### src/rtl/hdmi_pkg.sv
// ============================================================================
// hdmi_pkg : timing record and raster helper functions for the HDMI raster
// Revision 1.0
// ============================================================================
`default_nettype none

package hdmi_pkg;

   typedef struct packed {
      logic hsync;
      logic vsync;
      logic de;
      logic frame_start;
   } timing_t;

   localparam timing_t TIMING_IDLE = '{default: 1'b0};

   function automatic int h_total(input int active, input int front, input int sync, input int back);
      return active + front + sync + back;
   endfunction

   function automatic int v_total(input int active, input int front, input int sync, input int back);
      return active + front + sync + back;
   endfunction

   // First count of the sync region (region order: active, front porch, sync, back porch).
   function automatic int sync_start(input int active, input int front);
      return active + front;
   endfunction

endpackage

`default_nettype wire

### src/rtl/hdmi_fb_addr_gen.sv
// ============================================================================
// hdmi_fb_addr_gen : incremental framebuffer address with line-base reload
// Revision 1.0
// ============================================================================
`default_nettype none

module hdmi_fb_addr_gen
   import hdmi_pkg::*;
#(
   parameter int ADDR_BITS = 19,
   parameter int FB_X      = 640
) (
   input  logic                 clk,
   input  logic                 rst_n,
   input  logic                 en,
   input  logic                 active,
   input  logic                 x_step,
   input  logic                 line_end,
   input  logic                 y_step,
   input  logic                 frame_wrap,
   output logic [ADDR_BITS-1:0] addr
);

   localparam logic [ADDR_BITS-1:0] FB_X_A = ADDR_BITS'(FB_X);

   logic [ADDR_BITS-1:0] line_base;
   logic [ADDR_BITS-1:0] next_base;

   assign next_base = y_step ? line_base + FB_X_A : line_base;

   always_ff @(posedge clk or negedge rst_n) begin
      if (!rst_n) begin
         addr      <= '0;
         line_base <= '0;
      end else if (!en || frame_wrap) begin
         addr      <= '0;
         line_base <= '0;
      end else if (line_end) begin
         // Line end reload wins over the per-pixel increment on the same cycle.
         line_base <= next_base;
         addr      <= next_base;
      end else if (active && x_step) begin
         addr <= addr + ADDR_BITS'(1);
      end
   end

endmodule

`default_nettype wire

### src/rtl/hdmi_video_timing_gen.sv
// ============================================================================
// hdmi_video_timing_gen : HDMI raster, sync/DE pipeline and framebuffer reads
// Revision 1.0
// ============================================================================
`default_nettype none

module hdmi_video_timing_gen
   import hdmi_pkg::*;
#(
   parameter int ACTIVE_H_PIXELS = 640,
   parameter int H_FRONT_PORCH   = 16,
   parameter int H_SYNC_WIDTH    = 96,
   parameter int H_BACK_PORCH    = 48,
   parameter int ACTIVE_LINES    = 480,
   parameter int V_FRONT_PORCH   = 11,
   parameter int V_SYNC_WIDTH    = 2,
   parameter int V_BACK_PORCH    = 31,
   parameter int FRAME_X_SCALE   = 0,
   parameter int FRAME_Y_SCALE   = 0,
   parameter bit HSYNC_POL       = 1'b0,
   parameter bit VSYNC_POL       = 1'b0,
   parameter int RD_LATENCY      = 1,
   localparam int FB_ADDR_BITS   = $clog2((ACTIVE_H_PIXELS >> FRAME_X_SCALE) * (ACTIVE_LINES >> FRAME_Y_SCALE))
) (
   input  logic                    clk_i,
   input  logic                    rst_ni,
   input  logic                    en_i,
   output logic                    fb_rd_o,
   output logic [FB_ADDR_BITS-1:0] fb_addr_o,
   input  logic [15:0]             fb_data_i,
   output logic                    hsync_o,
   output logic                    vsync_o,
   output logic                    de_o,
   output logic [15:0]             data_o,
   output logic                    frame_start_o
);

   localparam int H_TOTAL  = h_total(ACTIVE_H_PIXELS, H_FRONT_PORCH, H_SYNC_WIDTH, H_BACK_PORCH);
   localparam int V_TOTAL  = v_total(ACTIVE_LINES, V_FRONT_PORCH, V_SYNC_WIDTH, V_BACK_PORCH);
   localparam int HW       = $clog2(H_TOTAL);
   localparam int VW       = $clog2(V_TOTAL);
   localparam int HS_START = sync_start(ACTIVE_H_PIXELS, H_FRONT_PORCH);
   localparam int VS_START = sync_start(ACTIVE_LINES, V_FRONT_PORCH);
   localparam int X_MASK   = (1 << FRAME_X_SCALE) - 1;
   localparam int Y_MASK   = (1 << FRAME_Y_SCALE) - 1;
   localparam int FB_X     = ACTIVE_H_PIXELS >> FRAME_X_SCALE;

   generate
      if (RD_LATENCY < 1 || RD_LATENCY > 3) begin : g_bad_latency
         $error("hdmi_video_timing_gen: RD_LATENCY must be in 1..3");
      end
      if ((ACTIVE_H_PIXELS >> FRAME_X_SCALE) < 1) begin : g_bad_x_scale
         $error("hdmi_video_timing_gen: FRAME_X_SCALE too large for ACTIVE_H_PIXELS");
      end
      if ((ACTIVE_LINES >> FRAME_Y_SCALE) < 1) begin : g_bad_y_scale
         $error("hdmi_video_timing_gen: FRAME_Y_SCALE too large for ACTIVE_LINES");
      end
   endgenerate

   logic [HW-1:0] h_cnt;
   logic [VW-1:0] v_cnt;
   logic          h_last;
   logic          v_last;
   logic          active;
   logic          x_step;
   logic          y_step;
   logic          line_end;
   logic          frame_wrap;
   timing_t       stage0;
   timing_t       pipe [RD_LATENCY+1];

   always_comb begin
      h_last     = (int'(h_cnt) == H_TOTAL - 1);
      v_last     = (int'(v_cnt) == V_TOTAL - 1);
      active     = (int'(h_cnt) < ACTIVE_H_PIXELS) && (int'(v_cnt) < ACTIVE_LINES);
      x_step     = ((int'(h_cnt) & X_MASK) == X_MASK);
      y_step     = ((int'(v_cnt) & Y_MASK) == Y_MASK);
      line_end   = active && (int'(h_cnt) == ACTIVE_H_PIXELS - 1);
      frame_wrap = h_last && v_last;

      stage0             = TIMING_IDLE;
      stage0.hsync       = (int'(h_cnt) >= HS_START) && (int'(h_cnt) < HS_START + H_SYNC_WIDTH);
      stage0.vsync       = (int'(v_cnt) >= VS_START) && (int'(v_cnt) < VS_START + V_SYNC_WIDTH);
      stage0.de          = active;
      stage0.frame_start = active && (h_cnt == '0) && (v_cnt == '0);
   end

   // Reset gates the strobe too, because the idle counters sit at the active origin.
   assign fb_rd_o = rst_ni && en_i && active;

   always_ff @(posedge clk_i or negedge rst_ni) begin
      if (!rst_ni) begin
         h_cnt <= '0;
         v_cnt <= '0;
      end else if (!en_i) begin
         h_cnt <= '0;
         v_cnt <= '0;
      end else if (h_last) begin
         h_cnt <= '0;
         v_cnt <= v_last ? '0 : v_cnt + VW'(1);
      end else begin
         h_cnt <= h_cnt + HW'(1);
      end
   end

   hdmi_fb_addr_gen #(
      .ADDR_BITS (FB_ADDR_BITS),
      .FB_X      (FB_X)
   ) u_addr_gen (
      .clk        (clk_i),
      .rst_n      (rst_ni),
      .en         (en_i),
      .active     (active),
      .x_step     (x_step),
      .line_end   (line_end),
      .y_step     (y_step),
      .frame_wrap (frame_wrap),
      .addr       (fb_addr_o)
   );

   // pipe[RD_LATENCY-1] lines up with the cycle the memory presents its data.
   always_ff @(posedge clk_i or negedge rst_ni) begin
      if (!rst_ni) begin
         for (int i = 0; i <= RD_LATENCY; i++) pipe[i] <= TIMING_IDLE;
         data_o <= '0;
      end else if (!en_i) begin
         for (int i = 0; i <= RD_LATENCY; i++) pipe[i] <= TIMING_IDLE;
         data_o <= '0;
      end else begin
         pipe[0] <= stage0;
         for (int i = 1; i <= RD_LATENCY; i++) pipe[i] <= pipe[i-1];
         data_o <= pipe[RD_LATENCY-1].de ? fb_data_i : '0;
      end
   end

   assign hsync_o       = pipe[RD_LATENCY].hsync ? HSYNC_POL : ~HSYNC_POL;
   assign vsync_o       = pipe[RD_LATENCY].vsync ? VSYNC_POL : ~VSYNC_POL;
   assign de_o          = pipe[RD_LATENCY].de;
   assign frame_start_o = pipe[RD_LATENCY].frame_start;

endmodule

`default_nettype wire

### config.mk
export PLATFORM = sky130hd
export DESIGN_NAME = hdmi_video_timing_gen
export DESIGN_NICKNAME = d
export VERILOG_FILES = /design/src/rtl/hdmi_pkg.sv /design/src/rtl/hdmi_fb_addr_gen.sv /design/src/rtl/hdmi_video_timing_gen.sv
export SDC_FILE = /design/constraint.sdc
export NUM_CORES = 1
export LEC_CHECK = 0
export BUFFER_PORTS_ARGS = -buffer_cell sky130_fd_sc_hd__buf_2
export CORE_MARGIN = 4
export CORE_UTILIZATION = 32
export DETAILED_ROUTE_END_ITERATION = 7
export PLACE_DENSITY = 0.56
export SETUP_SLACK_MARGIN = 0.02
export SYNTH_ARGS = -nofsm -noshare
export SYNTH_HDL_FRONTEND = slang
export SYNTH_SLANG_ARGS = --single-unit
### constraint.sdc
create_clock -name clk_i -period 3 [get_ports clk_i]
set_input_delay 0.9 -clock clk_i [delete_from_list [all_inputs] [get_ports clk_i]]
set_output_delay 0.9 -clock clk_i [all_outputs]
set_load 0.1 [all_outputs]
==> out/results.ini <==
[logic_synthesis]
syn_area_per_cell_sq_um=9.31
synth_cell_type_count=48
synth-async-reset-ratio=1.00
netlist_instances=414
synth_warnings=0
synth_edf_count=0
ys_seq_elements=75
syn-cell-area_sq_um=3860
ys_seq_area_frac=0.487
ys.flop_type=dfrtp_1
syn_nets=440

[setup_path]
cpMaxStageDelayCell=dfrtp_1
critical_path.startpoint_type=flop
slowest_delay_ns=0.45
r2r_cells=6
crit_fanout=8
worstPathRequired_ns=2.10
critPathArrivalTime_ns=1.86
critPathKind=flop to primary output
cp-end-kind=primary output
worstPathCellList=o21ai_1 > and2_1 > and3_1 > buf_12

[layout]
fin_nets=502
fillers=1184
syn_to_final_growth_pct=20.4
antenna_cells=0
postLayoutCellArea_sq_um=4640
drive_gt1_frac=0.193

[routing]
drtIter0Drc=187
drtAntennaViolNets=0
routed_wirelength_microns=9500
wl_per_cell_microns=15.2
routed_via_density=5.22
dr_total_vias=3260
drcViolationCount=0
firstDrtPassIters=5

[placed_design]
place_congestion=0.840
hpwl_microns=6760
portBuffers=58
placed_cell_area_sq_um=4340

[timing]
final_max_slew_viol_count=0
finalHoldViolCount=0
worst_pin_slew_ns=0.638
fin_hold_ws_ns=0.453
finalCritPeriodShare=0.919
timing.setup.tns_ns=0
clock_skew_ns=0.00762
max_clock_freq_mhz=363
final-setup-viol-count=0
period_minus_slack_ns=2.76
slew_headroom=0.571
rsz0062_at_grt=false

[floorplan]
die_w_microns=118
fp.dieH_microns=118
num_rows=39
die-area_sq_um=13900
io_pins=59
start_util=0.332
core_area_sq_um=11600

[run]
drv_cap=0

[power_and_ir_drop]
power.density_nw_per_um2=505
p_sw_frac=0.264
power.leakage_uw=0.00216
clockPowerShare=0.464
p_switching_uw=620
p_total_uw=2340
intPower_uw=1720
ir_drop_v=0.000302
p_comb_frac=0.091
pwr-share-seq=0.445

[cts]
clkLatencyLatePin_ns=0.33
cts_resized=0
clk_pin_slew_worst_paths_ns=0.06
postCtsHoldBufs=0
cts_tree=yes
post_cts_buffers=0
cts-root-buf=clkbuf_16
htree_levels=3
numClockSinks=75
cts_inserted_buffers=9
clockBufferDepth=2

[grt]
antenna_found_initial=0
grt_pass1_vias=3148
grt_pass1_wl_microns=16100
globalRouteTotalUtil=0.140
grt_max_degree=41
overflow=0

[run_status]
status=finished, final reports clean

[min_path]
whs_path_depth=1
min_path_type=flop to flop

through the flow:
step / util / setup WS, ns / cells
2_1_floorplan: - / 0.0957 / 414
3_3_place_gp: 0.374 / 0.529 / 608
3_5_place_dp: 0.374 / 0.493 / 608
4_1_cts: 0.400 / 0.119 / 624
5_1_grt: 0.400 / 0.115 / 624
6_report: 0.400 / 0.243 / 624
power groups by stage:
stage                     registers, uW  logic, uW  clock network (uW)
final                              1040        212                1090
after global routing               1050        228                1160
after CTS                          1040        216                1120
after detailed placement           1060        216                   0
after global placement             1060        214                   0
after floorplan                    1150       50.7                   0
state kept, by name, indices dropped and copies added, names as in the netlist:
name and flops:
u_addr_gen.addr 19, data_o 16, u_addr_gen.line_base 12, h_cnt 10
v_cnt 10, pipe 6, de_o 1, frame_start_o 1
synth_stat cells, drive strengths merged (10+ instances only):
library cell  instances  area (sq um)
dfrtp                75          1880
nor3                 15          86.3
o21ai                30           154
nor2                 42           158
or3                  14          92.6
nand4                16           100
xor2                 22           193
and3                 26           163
nand3                19          95.1
inv                  16          60.1
clkbuf               10          37.5
a21oi                30           150
nand2                27           101
worst max-delay path: cells and delay by family (launching register included):
family,cells,cell delay [ns]
buffers and inverters,1,0.20
and+or+nand+nor,2,0.59
DFF,1,0.45
AOI/OAI and AO/OA,1,0.29
cell families after synthesis:
kind of cell,count (synthesis),share of synthesized area
xor+xnor,30,0.0681
fa+ha+maj,7,0.0227
flops,75,0.487
buf+inv,34,0.0370
compound gates,76,0.116
simple gates,191,0.267
mux,1,0.00260
placed cells by master (no fill, tap or decap), types with 12 or more instances in the layout:
master,synthesis,routed
a21oi_1,30,30
and3_1,26,26
buf_2,6,56
buf_4,0,12
dfrtp_1,75,75
inv_1,16,16
nand2_1,27,27
nand3_1,19,19
nand4_1,16,16
nor2_1,42,42
nor3_1,14,14
o21ai_0,29,28
or3_1,13,13
xor2_1,22,22
layer usage:
layer | GRT usage | vias up | part of all wire | wire length, microns
met2 | 0.222 | 85 | 0.47 | 4460
li1 | - | 1612 | - | -
met1 | 0.186 | 1547 | 0.47 | 4450
met4 | 0.0491 | 0 | 0.017 | 158
met3 | 0.0332 | 16 | 0.046 | 436
met5 | 0 | - | 0 | 0
final cells by class:
cell class              instances  area, sq um  share of cell area
clock buffers                   9          225              0.0485
clock inverters                 7         76.3              0.0164
inverters                      16         60.1              0.0129
multi-input cells             305         1840               0.395
flip-flops and latches         75         1880               0.404
well taps                     143          179              0.0385
repair buffers                 69          390              0.0841
worst paths after layout:
path	from	end	slack [ns]
hold reg to reg	pipe[7]$_DFF_PN0_	pipe[3]$_DFF_PN0_	0.45
setup / recovery	h_cnt[7]$_DFF_PN0_	fb_rd_o	0.24
max in group asynchronous	rst_ni	h_cnt[7]$_DFF_PN0_	1.47
setup reg to reg	u_addr_gen.addr[0]$_DFFE_PN0P_	u_addr_gen.addr[18]$_DFFE_PN0P_	0.69
hold / removal	pipe[7]$_DFF_PN0_	pipe[3]$_DFF_PN0_	0.45
min in group asynchronous	rst_ni	u_addr_gen.addr[11]$_DFFE_PN0P_	0.66
(Power assumes the default switching activity.)
